$ cat config.mk
export PLATFORM = sky130hd
export DESIGN_NAME = prog_seq
export DESIGN_NICKNAME = d
export VERILOG_FILES = /design/src/rtl/prog_seq.sv
export SDC_FILE = /design/constraint.sdc
export NUM_CORES = 1
export LEC_CHECK = 0
export ABC_AREA = 1
export CAP_MARGIN = 25
export CORE_UTILIZATION = 55
export DETAILED_ROUTE_END_ITERATION = 10
export PLACE_DENSITY_LB_ADDON = 0.08
export SETUP_SLACK_MARGIN = 0.1
export SLEW_MARGIN = 20
export SYNTH_ARGS = -nofsm -noshare
export SYNTH_HDL_FRONTEND = slang
export SYNTH_SLANG_ARGS = --single-unit
$ cat constraint.sdc
create_clock -name Clk -period 4.9 [get_ports Clk]
set_input_delay 0.49 -clock Clk [delete_from_list [all_inputs] [get_ports Clk]]
set_output_delay 0.49 -clock Clk [all_outputs]
set_load 0.1 [all_outputs]
$ cat src/rtl/prog_seq.sv
`default_nettype none
// ============================================================================
// Module   : prog_seq
// Brief    : Programmable instruction sequencer that steps a PC through a
//            latency-LAT instruction ROM, with branch, halt and stall support.
// Revision : 1.0 - initial release
// ============================================================================
module prog_seq #(
    parameter int PC_W     = 10,
    parameter int LAT      = 1,
    parameter int CNT_W    = 16,
    parameter int REL_BR   = 0,
    parameter int START_PC = 0
) (
    input  logic             Clk,
    input  logic             Reset,
    input  logic             Start,
    input  logic             Halt,
    input  logic             BranchEn,
    input  logic [PC_W-1:0]  Target,
    input  logic             Stall,
    output logic [PC_W-1:0]  InstAddr,
    output logic             IssueValid,
    output logic             Busy,
    output logic             Ack,
    output logic             WrapErr,
    output logic [CNT_W-1:0] CycleCt,
    output logic [CNT_W-1:0] InstCt
);

    typedef enum logic [1:0] {
        IDLE  = 2'd0,
        FETCH = 2'd1,
        EXEC  = 2'd2,
        DONE  = 2'd3
    } state_t;

    localparam logic [PC_W-1:0]  START_V  = PC_W'(START_PC);
    localparam logic [1:0]       LAT_LAST = 2'(LAT - 1);
    localparam logic [CNT_W-1:0] CNT_MAX  = '1;
    localparam logic [PC_W-1:0]  PC_MAX   = '1;

    state_t           state, state_nx;
    logic [PC_W-1:0]  pc, pc_nx;
    logic [1:0]       lat_cnt, lat_nx;
    logic [CNT_W-1:0] cycle_ct, cycle_nx;
    logic [CNT_W-1:0] inst_ct, inst_nx;
    logic             wrap_err, wrap_nx;
    logic             start_q;
    logic             start_ev;

    // Two guard bits: the top one flags a borrow below 0, the next one a carry past PC_MAX.
    logic signed [PC_W+1:0] rel_sum;
    logic                   rel_wrap;

    assign start_ev = Start & ~start_q;
    assign rel_sum  = $signed({2'b00, pc}) + $signed({{2{Target[PC_W-1]}}, Target});
    assign rel_wrap = rel_sum[PC_W+1] | rel_sum[PC_W];

    always_ff @(posedge Clk or negedge Reset) begin
        if (!Reset) begin
            state    <= IDLE;
            pc       <= START_V;
            lat_cnt  <= '0;
            cycle_ct <= '0;
            inst_ct  <= '0;
            wrap_err <= 1'b0;
            start_q  <= 1'b0;
        end else begin
            state    <= state_nx;
            pc       <= pc_nx;
            lat_cnt  <= lat_nx;
            cycle_ct <= cycle_nx;
            inst_ct  <= inst_nx;
            wrap_err <= wrap_nx;
            start_q  <= Start;
        end
    end

    always_comb begin
        state_nx = state;
        pc_nx    = pc;
        lat_nx   = lat_cnt;
        cycle_nx = cycle_ct;
        inst_nx  = inst_ct;
        wrap_nx  = wrap_err;

        if ((state == FETCH || state == EXEC) && cycle_ct != CNT_MAX) begin
            cycle_nx = cycle_ct + 1'b1;
        end

        case (state)
            IDLE, DONE: begin
                if (start_ev) begin
                    state_nx = FETCH;
                    pc_nx    = START_V;
                    lat_nx   = '0;
                    cycle_nx = '0;
                    inst_nx  = '0;
                    wrap_nx  = 1'b0;
                end
            end
            FETCH: begin
                if (lat_cnt == LAT_LAST) begin
                    state_nx = EXEC;
                end else begin
                    lat_nx = lat_cnt + 1'b1;
                end
            end
            EXEC: begin
                if (!Stall) begin
                    if (inst_ct != CNT_MAX) begin
                        inst_nx = inst_ct + 1'b1;
                    end
                    if (Halt) begin
                        state_nx = DONE;
                    end else begin
                        state_nx = FETCH;
                        lat_nx   = '0;
                        if (BranchEn) begin
                            if (REL_BR != 0) begin
                                pc_nx = rel_sum[PC_W-1:0];
                                if (rel_wrap) wrap_nx = 1'b1;
                            end else begin
                                pc_nx = Target;
                            end
                        end else begin
                            pc_nx = pc + 1'b1;
                            if (pc == PC_MAX) wrap_nx = 1'b1;
                        end
                    end
                end
            end
            default: state_nx = IDLE;
        endcase
    end

    assign InstAddr   = pc;
    assign IssueValid = (state == EXEC);
    assign Busy       = (state == FETCH) || (state == EXEC);
    assign Ack        = (state == DONE);
    assign WrapErr    = wrap_err;
    assign CycleCt    = cycle_ct;
    assign InstCt     = inst_ct;

endmodule
`default_nettype wire

==> key figures, run 1 <==
Critical path
  – Critical path class: reg2out
  – Crit Reg-Reg Startpoint: state[0]$_DFFE_PN0P_
  – CP arrival: 2690 ps
  – CP endpoint kind: output port
  – Depth of the worst register-to-register path: 9
  – Worst Path Required: 4410 ps
  – Worst reg2reg path endpoint: InstCt[8]$_DFFE_PN0P_
  – Reg2reg setup slack: 2530 ps
  – Critical path launch point type: register
  – Crit Path Max Fanout: 16

Logic synthesis
  – Synth cell types: 31
  – Gate count after technology mapping: about 420
  – Synth Register Bits: 48
  – Synth area leader: dfrtp_1
  – Share of the synthesized area in the top cell type: about two fifths
  – Post-synthesis sequential area ratio: between 40 and 50%
  – Syn avg cell area: 7.08 µm²
  – Top post-synthesis cells by area: dfrtp_1 (41%), nand2_1 (16%), nor2_1 (6.6%)
  – Post-synth ARST share: 100%
  – Ys flop type: dfrtp_1
  – EDFF count, synth: 0
  – Synthesis Warnings: 0
  – Netlist Area Pre-Place: just under 0.003 mm²
  – Net count after synthesis: approximately 440

Pwr
  – Max VDD drop: about 0.00051 V
  – Final Power: 2.29 mW
  – P per Cell Area: ~600 mW/mm²
  – Pleak: about 1.7 nW

CTS
  – Clock Path Buffers: 2
  – H-tree levels: 2
  – Post-CTS setup buffer count: 0
  – CTS buffer count: 5
  – Post-CTS sizing: 0
  – CTS tree: done
  – Clock sinks: 48
  – Worst-path clk slew: around 90 ps
  – Clk_lat worst skew: 300 ps
  – Hold buffers post-CTS: 0
  – Clock Tree Root: clkbuf_8

Detailed routing
  – Routed Antenna Nets: 0
  – Post-DR wirelength/cell: 12.7 µm
  – Iteration-0 DRC Markers: between 150 and 200
  – Via Count: 2,914
  – Post-route DRC violation count: 0
  – Final WL: roughly 7000 µm
  – Drt via density: between 5 and 6
  – Detailed Routing Iterations Pass 1: 4

Job
  – Max capacitance violation total: 0

Place
  – Placed cell count: 545
  – Routability Congestion: 0.888
  – DPL Wire Length: just over 5000 µm
  – Pre-CTS WS: between 2000 and 2500 ps
  – Port-buffer cells: between 60 and 70

Global routing
  – Overflow after GRT: 0
  – Largest net degree at the start of global routing: 29
  – First-pass GRT wire length: about 11,000 µm
  – Initial antenna violation count: 0
  – Total GRT Usage: between 20% and 30%
  – Vias in the first global route: 2,587

Final layout
  – Commonest non-fill, non-tap cell in the layout: nand2_1
  – Commonest non-fill, non-tap cells in the layout: nand2_1 (126), clkdlybuf4s50_1 (60), nor2_1 (52), dfrtp_1 (48), inv_1 (47)
  – Diode count: 0
  – Layout Nets: between 500 and 600
  – Fin cells: ~550
  – Area grow syn2layout: 28.3%
  – Share of layout cells above drive strength 1: between 5 and 6%

Min path
  – Worst hold path class: in2async

Die
  – Die W: 75.4 µm
  – Placeable Area: ~0.0051 mm²
  – Io pins: between 60 and 70
  – Placement Rows: 26
  – Starting Density: 57.6%
  – Die Y: 75.4 µm
  – Die Footprint: 0.00568 mm²

Run status
  – Outcome: finished, final reports clean

Timing
  – Tcrit/Tclk final: about two thirds
  – Final setup TNS: 0 ps
  – Skew final: between 3 and 4 ps
  – Final Hold Fails: 0
  – Min Tclk post-route: 3180 ps
  – Slew HR: between 30% and 40%
  – Final Hold Slack: roughly 220 ps
  – Max-slew violations: 0
  – Setup ws final: approximately 1700 ps
  – Slew @ Worst Pin: 988 ps
  – Fmax: 315 MHz
  – Final setup viols: 0
  – RSZ-0062 raised after global routing: false
==> report_power, final <==
part / internal, mW / switching [mW] / total [mW]
clock network: 0.255 / 0.138 / 0.393
registers: 0.480 / 0.0957 / 0.576
logic: 0.296 / 1.02 / 1.32
==> per-layer routing <==
| layer | global-route usage (%) | part of all wire (%) |
|---|---|---|
| met3 | 4.89 | 4.9 |
| met2 | 45.5 | 50 |
| met4 | 8.64 | 1.8 |
| met5 | 0 | 0 |
| met1 | 32.1 | 43 |
==> final cells by class <==
class                           instances  area, µm²
Clock buffer                            5       68.8
Fill cell                             427       1340
Tap cell                               70       87.6
Multi-Input combinational cell        315       1530
Inverter                               50        188
Clock inverter                          3       90.1
Sequential cell                        48       1200
Timing Repair Buffer                   62        633
==> synthesized netlist by cell type (2+ instances only) <==
cell      instances
o21ai_1          10
inv_1            47
xor2_1            6
nand2_1         126
nor2_2            7
clkbuf_1          2
ha_1              8
nor2_1           52
o21ai_0          28
inv_2             2
o22ai_1           2
dfrtp_1          48
buf_6             3
nand4_1           8
nand3_1          36
xnor2_1           5
a21oi_1           6
nor3_1            5
or2_2             3
mux2i_1           3
==> worst max path at each step <==
stage | from | to | slack (ps) | cells past startpoint
global placement | state[0]$_DFFE_PN0P_ | IssueValid | 2140 | 3
global route | state[0]$_DFFE_PN0P_ | IssueValid | 1650 | 3
floorplan | state[0]$_DFFE_PN0P_ | CycleCt[1]$_DFF_PN0_ | 2510 | 7
finish | state[0]$_DFFE_PN0P_ | IssueValid | 1720 | 3
detailed placement | state[0]$_DFFE_PN0P_ | IssueValid | 2130 | 3
CTS | state[0]$_DFFE_PN0P_ | IssueValid | 1770 | 3
==> per-stage QoR <==
| stage | area [µm²] | utilization, % |
|---|---|---|
| floorplan | 2960 | - |
| global placement | 3610 | 70.3 |
| detailed placement | 3640 | 70.8 |
| CTS | 3800 | 73.9 |
| global route | 3800 | 73.9 |
| finish | 3800 | 73.9 |
==> critical path, stage by stage (launching register included) <==
cell             delay [ps]
dfrtp_1                 420
inv_1                   100
ha_1                    600
clkdlybuf4s50_1        1260
==> registers in the layout (all words and copies together) (netlist names) <==
register  count
CycleCt      16
InstCt       16
InstAddr     10
lat_cnt       2
state         2
WrapErr       1
start_q       1
==> cell families (layout without fill, tap and decap cells) <==
kind of cell | Yosys count | after routing | share of synthesized area, %
muxes | 3 | 3 | 1.01
and+or+nand+nor | 241 | 241 | 34.6
buffers and inverters | 55 | 120 | 7.73
adders and majority gates | 8 | 8 | 3.38
AOI/OAI and AO/OA | 52 | 52 | 9.47
xor gates and xnor gates | 11 | 11 | 3.25
DFF | 48 | 48 | 40.6
(Power assumes the default switching activity.)
==> run 2, diff against run 1 <==
--- a/config.mk
+++ b/config.mk
@@ -7,7 +7,7 @@
 export LEC_CHECK = 0
 export ABC_AREA = 1
 export CAP_MARGIN = 25
-export CORE_UTILIZATION = 55
+export CORE_UTILIZATION = 46
 export DETAILED_ROUTE_END_ITERATION = 10
 export PLACE_DENSITY_LB_ADDON = 0.08
 export SETUP_SLACK_MARGIN = 0.1
==> constraint.sdc (replaced) <==
create_clock -name Clk -period 2.6 [get_ports Clk]
set_input_delay 0.26 -clock Clk [delete_from_list [all_inputs] [get_ports Clk]]
set_output_delay 0.26 -clock Clk [all_outputs]
set_load 0.1 [all_outputs]
==> key figures, run 2 (synthesis gave the netlist of run 1 again) <==
Place
  – DPL Wire Length: 5240 µm (+2.3%)
  – Routability Congestion: 0.894 (+0.68%)
  – Placed cell count: 553 (+1.5%)
  – Port-buffer cells: 61 (unchanged)
  – DP Area: 0.00353 mm² (-2.9%)
  – Pre-CTS WS: 605 ps (-1530 ps)

Global routing
  – Total GRT Usage: 22.6% (-3.3 points)
  – Largest net degree at the start of global routing: 29 (unchanged)
  – Initial antenna violation count: 0 (unchanged)
  – First-pass GRT wire length: 11,800 µm (+5.1%)
  – Overflow after GRT: 0 (unchanged)
  – Vias in the first global route: 2,553 (-1.3%)

Critical path
  – Worst setup path endpoint: InstCt[4]$_DFFE_PN0P_
  – Critical Path, Cell by Cell: inv_1 > ha_1 > inv_2 > nor3_1 > nand4_2 > nand2_4 > inv_1 > nand2_1 > nand2_1
  – Critical path launch point type: register
  – Worst Path Required: 2790 ps (-1620 ps)
  – Worst reg2reg path endpoint: InstCt[4]$_DFFE_PN0P_
  – CP endpoint kind: register
  – CP arrival: 2200 ps (-490 ps)
  – Depth of the worst register-to-register path: 9 (unchanged)
  – Reg2reg setup slack: 590 ps (-1940 ps)
  – Crit Path Max Fanout: 27 (+11)
  – CP max-delay cell: dfrtp_1
  – Crit path from: state[0]$_DFFE_PN0P_
  – Max stage delay on crit path: 420 ps (-840 ps)
  – Critical path class: reg2reg
  – Crit Reg-Reg Startpoint: state[0]$_DFFE_PN0P_

Timing
  – Final Hold Slack: 428 ps (+213 ps)
  – Setup ws final: 587 ps (-1140 ps)
  – Final setup viols: 0 (unchanged)
  – Final Hold Fails: 0 (unchanged)
  – Tcrit/Tclk final: 77.4%
  – Slew HR: 63.9% (+30 points)
  – Min Tclk post-route: 2010 ps
  – Max-slew violations: 0 (unchanged)
  – RSZ-0062 raised after global routing: false
  – Skew final: 5.56 ps (+2.36 ps)
  – Slew @ Worst Pin: 541 ps (-447 ps)
  – Fmax: 497 MHz
  – Final setup TNS: 0 ps (unchanged)

Die
  – Die Y: 82.2 µm (+9.1%)
  – Die Footprint: 0.00676 mm² (+19%)
  – Io pins: 62 (unchanged)
  – Starting Density: 48.8% (-8.8 points)
  – Placement Rows: 28 (+7.7%)
  – Die W: 82.2 µm (+9.1%)
  – Placeable Area: 0.00606 mm² (+18%)

CTS
  – Clock Path Buffers: 2 (unchanged)
  – CTS buffer count: 5 (unchanged)
  – H-tree levels: 2 (unchanged)
  – Post-CTS sizing: 0 (unchanged)
  – Clock sinks: 48 (unchanged)
  – Clock Tree Root: clkbuf_8
  – Post-CTS setup buffer count: 0 (unchanged)
  – Clk_lat worst skew: 300 ps (about the same)
  – CTS tree: done
  – Worst-path clk slew: 90 ps (about the same)

Detailed routing
  – Detailed Routing Iterations Pass 1: 4 (unchanged)
  – Drt via density: 5.07 (-3.8%)
  – Post-DR wirelength/cell: 12.4 µm (-2.6%)
  – Via Count: 2,844 (-2.4%)
  – Iteration-0 DRC Markers: 159 (+4.6%)
  – Post-route DRC violation count: 0 (unchanged)
  – Final WL: 6940 µm (-1.2%)
  – Routed Antenna Nets: 0 (unchanged)

Min path
  – Worst hold path class: in2reg

Final layout
  – Commonest non-fill, non-tap cell in the layout: nand2_1
  – Post-route cell area: 0.00362 mm² (-4.7%)
  – Layout Nets: 510 (+0.79%)
  – Fin cells: 561 (+1.4%)
  – Util after Layout: 59.7% (-14 points)
  – Commonest non-fill, non-tap cells in the layout: nand2_1 (126), nor2_1 (52), buf_4 (50), dfrtp_1 (48), inv_1 (47)
  – Diode count: 0 (unchanged)
  – Share of layout cells above drive strength 1: 15.0% (+9.6 points)
  – Area grow syn2layout: 22.3%

Pwr
  – Max VDD drop: 0.000991 V (+95%)
  – Final Power: 3.99 mW (+75%)
  – Pleak: 1.74 nW (+3.6%)
  – P per Cell Area: 1100 mW/mm² (+83%)

Job
  – Max capacitance violation total: 0 (unchanged)

Run status
  – Outcome: finished, final reports clean
-- run 2: cell count changes in the layout (fill, tap and decap cells not counted) --
| cell | before | now |
|---|---|---|
| buf_16 | 1 | 0 |
| buf_4 | 0 | 50 |
| bufinv_16 | 3 | 0 |
| clkbuf_1 | 0 | 1 |
| clkdlybuf4s50_1 | 60 | 14 |
| clkinv_2 | 0 | 1 |
| dlygate4sd3_1 | 0 | 1 |
-- run 2: routing by layer --
layer | track usage (%) | routed length (µm) | vias up
met1 | 31.2 | 3400 | 1296
met4 | 6.32 | 77 | 0
met3 | 3.19 | 322 | 7
li1 | - | - | 1476
met2 | 36.7 | 3140 | 65
met5 | 0 | 0 | -
-- run 2: what timing repair did --
item / 4_1_cts / 5_1_grt
setup endpoints to repair: 0 / 0
endpoints found under the hold margin: 20 / 0
hold buffers: 1 / 0
-- run 2: cell type report --
type	count	area [µm²]
flip-flops and latches	48	1200
clock buffers	6	72.6
multi-input cells	315	1530
clock inverters	1	5.00
fillers	580	2440
well taps	75	93.8
repair buffers	66	531
inverters	50	188
-- run 2: how the worst min path moves through the flow --
stage,end,start,cells past startpoint
final,start_q$_DFF_PN0_,Start,1
after global routing,start_q$_DFF_PN0_,Start,1
after CTS,start_q$_DFF_PN0_,Start,1
after detailed placement,CycleCt[15]$_DFF_PN0_,Reset,1
after global placement,CycleCt[15]$_DFF_PN0_,Reset,1
after floorplan,CycleCt[0]$_DFF_PN0_,Reset,0
-- run 2: critical path: cells and delay by family, from the launching register on --
family / cells / cell delay [ps]
simple gates: 5 / 780
buf+inv: 3 / 330
fa+ha+maj: 1 / 370
flops: 1 / 420
-- run 2: where the power goes --
| part | switching, mW | internal [mW] | leakage, nW |
|---|---|---|---|
| registers | 0.187 | 0.905 | 0.651 |
| logic | 1.93 | 0.542 | 1.04 |
| clock network | 0.251 | 0.184 | 0.0410 |
==> run 3, diff against run 2 <==
--- a/config.mk
+++ b/config.mk
@@ -7,7 +7,7 @@
 export LEC_CHECK = 0
 export ABC_AREA = 1
 export CAP_MARGIN = 25
-export CORE_UTILIZATION = 46
+export CORE_UTILIZATION = 51
 export DETAILED_ROUTE_END_ITERATION = 10
 export PLACE_DENSITY_LB_ADDON = 0.08
 export SETUP_SLACK_MARGIN = 0.1
==> constraint.sdc (replaced) <==
create_clock -name Clk -period 1.98 [get_ports Clk]
set_input_delay 0.198 -clock Clk [delete_from_list [all_inputs] [get_ports Clk]]
set_output_delay 0.198 -clock Clk [all_outputs]
set_load 0.1 [all_outputs]
==> key figures, run 3 (synthesis gave the netlist of run 1 again) <==
Pwr
  – Final Power: 5.86 mW (+47%)
  – Sw Share: 57.2% (-2.0 points)
  – Max VDD drop: 0.00173 V (+75%)
  – Pleak: 1.78 nW (+2.6%)
  – Net switching power: 3.35 mW (+42%)
  – P_int: 2.51 mW (+54%)
  – Clk pwr share: 10.9% (about the same)
  – Sequential power share: 25.2% (-2.1 points)
  – Gate power share: 63.9% (+2.1 points)
  – P per Cell Area: 1510 mW/mm² (+37%)

Timing
  – Skew final: 6.92 ps (+1.36 ps)
  – Fmax: 573 MHz (+15%)
  – Final Hold Slack: 350 ps (-78.0 ps)
  – Final setup viols: 0 (unchanged)
  – Min Tclk post-route: 1750 ps (-267 ps)
  – Final Hold Fails: 0 (unchanged)
  – Max-slew violations: 0 (unchanged)
  – Final setup TNS: 0 ps (unchanged)
  – RSZ-0062 raised after global routing: false
  – Slew @ Worst Pin: 539 ps (-1.88 ps)
  – Slew HR: 64.1% (+0.16 points)
  – Tcrit/Tclk final: 88.2% (+11 points)

CTS
  – Worst-path clk slew: 90 ps (about the same)
  – H-tree levels: 2 (unchanged)
  – Clk_lat worst skew: 310 ps (about the same)
  – CTS tree: done
  – Clock Path Buffers: 2 (unchanged)
  – Clock sinks: 48 (unchanged)
  – CTS buffer count: 5 (unchanged)
  – Clock Tree Root: clkbuf_8

Detailed routing
  – Iteration-0 DRC Markers: 141 (-11%)
  – Post-DR wirelength/cell: 13.2 µm (+6.6%)
  – Final WL: 7570 µm (+9.1%)
  – Wire length on met2: 3570 µm (+14%)
  – Routed Antenna Nets: 0 (unchanged)
  – Detailed Routing Iterations Pass 1: 4 (unchanged)
  – DR WL met3: 334 µm (+3.7%)
  – Post-route DRC violation count: 0 (unchanged)
  – Wl on met1: 3560 µm (+4.6%)
  – Uppermost layer routed: met4
  – Drt via density: 5.26 (+3.7%)
  – Via Count: 3,017 (+6.1%)

Die
  – Die W: 78.2 µm (-4.9%)
  – Io pins: 62 (unchanged)
  – Starting Density: 53.4% (+4.6 points)
  – Placeable Area: 0.00554 mm² (-8.6%)
  – Die Footprint: 0.00611 mm² (-9.6%)
  – Placement Rows: 27 (-3.6%)
  – Die Y: 78.2 µm (-4.9%)

Global routing
  – Initial antenna violation count: 0 (unchanged)
  – Largest net degree at the start of global routing: 28 (-3.4%)
  – First-pass GRT wire length: 12,600 µm (+7.2%)
  – Vias in the first global route: 2,815 (+10%)
  – Overflow after GRT: 0 (unchanged)
  – Total GRT Usage: 25.8% (+3.2 points)

Final layout
  – Fin cells: 574 (+2.3%)
  – Area grow syn2layout: 31.4%
  – Share of layout cells above drive strength 1: 25.9% (+11 points)
  – Fillers: 510 (-12%)
  – Layout Nets: 525 (+2.9%)
  – Commonest non-fill, non-tap cells in the layout: nand2_1 (125), buf_4 (60), nor2_1 (50), inv_1 (45), nand3_1 (36)
  – Commonest non-fill, non-tap cell in the layout: nand2_1
  – Diode count: 0 (unchanged)

Critical path
  – CP arrival: 1940 ps (-260 ps)
  – Critical path class: reg2reg
  – Critical Path, Cell by Cell: inv_2 > ha_4 > nand2_1 > nand2_1 > nor2_4 > nand2_8 > buf_2 > nand2_1 > o21ai_0
  – CP max-delay cell: dfrtp_1
  – CP endpoint kind: register
  – Max stage delay on crit path: 420 ps (about the same)
  – Most used cell, CP: nand2_1
  – Critical path launch point type: register
  – Worst Path Required: 2170 ps (-620 ps)
  – Crit Path Max Fanout: 7 (-74%)

Run status
  – Outcome: finished, final reports clean

Place
  – DPL Wire Length: 5410 µm (+3.2%)
  – Placed cell count: 555 (+0.36%)
  – Routability Congestion: 0.853 (-4.5%)
  – Port-buffer cells: 61 (unchanged)

Min path
  – Worst hold path class: in2reg

Job
  – Max capacitance violation total: 0 (unchanged)
## run 3: final timing paths
path / to / cells past startpoint / slack (ps) / startpoint
min: start_q$_DFF_PN0_ / 1 / 350 / Start
min in group asynchronous: CycleCt[3]$_DFF_PN0_ / 2 / 390 / Reset
max: InstCt[14]$_DFFE_PN0P_ / 9 / 230 / state[0]$_DFFE_PN0P_
min reg2reg: InstCt[0]$_DFFE_PN0P_ / 1 / 520 / InstCt[0]$_DFFE_PN0P_
max reg2reg: InstCt[14]$_DFFE_PN0P_ / 9 / 230 / state[0]$_DFFE_PN0P_
max in group asynchronous: InstCt[1]$_DFFE_PN0P_ / 3 / 1040 / Reset
## run 3: layout make-up
cell class,instances,area [µm²],share of cell area (%)
inverters,50,193,4.95
well taps,72,90.1,2.32
clock buffers,7,86.3,2.22
clock inverters,1,7.51,0.193
flip-flops and latches,48,1250,32.0
multi-input cells,316,1600,41.0
repair buffers,80,671,17.2
## run 3: through the flow
stage	worst slack, ps	util (%)	instance area, µm²
2_1_floorplan	103	-	3020
3_3_place_gp	211	66.1	3660
3_5_place_dp	160	66.1	3660
4_1_cts	137	68.0	3770
5_1_grt	110	70.2	3890
6_report	234	70.2	3890
## run 3: timing repair
| action | 4_1_cts | 5_1_grt |
|---|---|---|
| setup endpoints to repair | 0 | 26 |
| endpoints found under the hold margin | 21 | 0 |
| buffers inserted | 0 | 9 |
| resized for setup | 0 | 13 |
| hold buffers | 1 | 0 |
## run 3: power groups by stage
stage,clock [mW],sequential (mW),combinational [mW]
6_report,0.638,1.48,3.75
5_1_grt,0.678,1.51,3.98
4_1_cts,0.649,1.47,3.40
3_5_place_dp,0,1.49,3.39
3_3_place_gp,0,1.48,3.35
2_1_floorplan,0,2.67,1.42
## run 3: metal layers
metal	vias to the layer above	global-route usage, %
met5	-	0
met4	0	9.26
met3	12	4.07
met2	85	41.7
met1	1402	35.0
li1	1518	-
## run 3: worst max-delay path, delay by kind of cell (launching register included)
family | cells | cell delay, ps
AND/OR/NAND/NOR | 5 | 590
flip-flops | 1 | 420
adder cells (fa/ha/maj) | 1 | 280
buffers and inverters | 2 | 250
AO/OA/AOI/OAI | 1 | 80
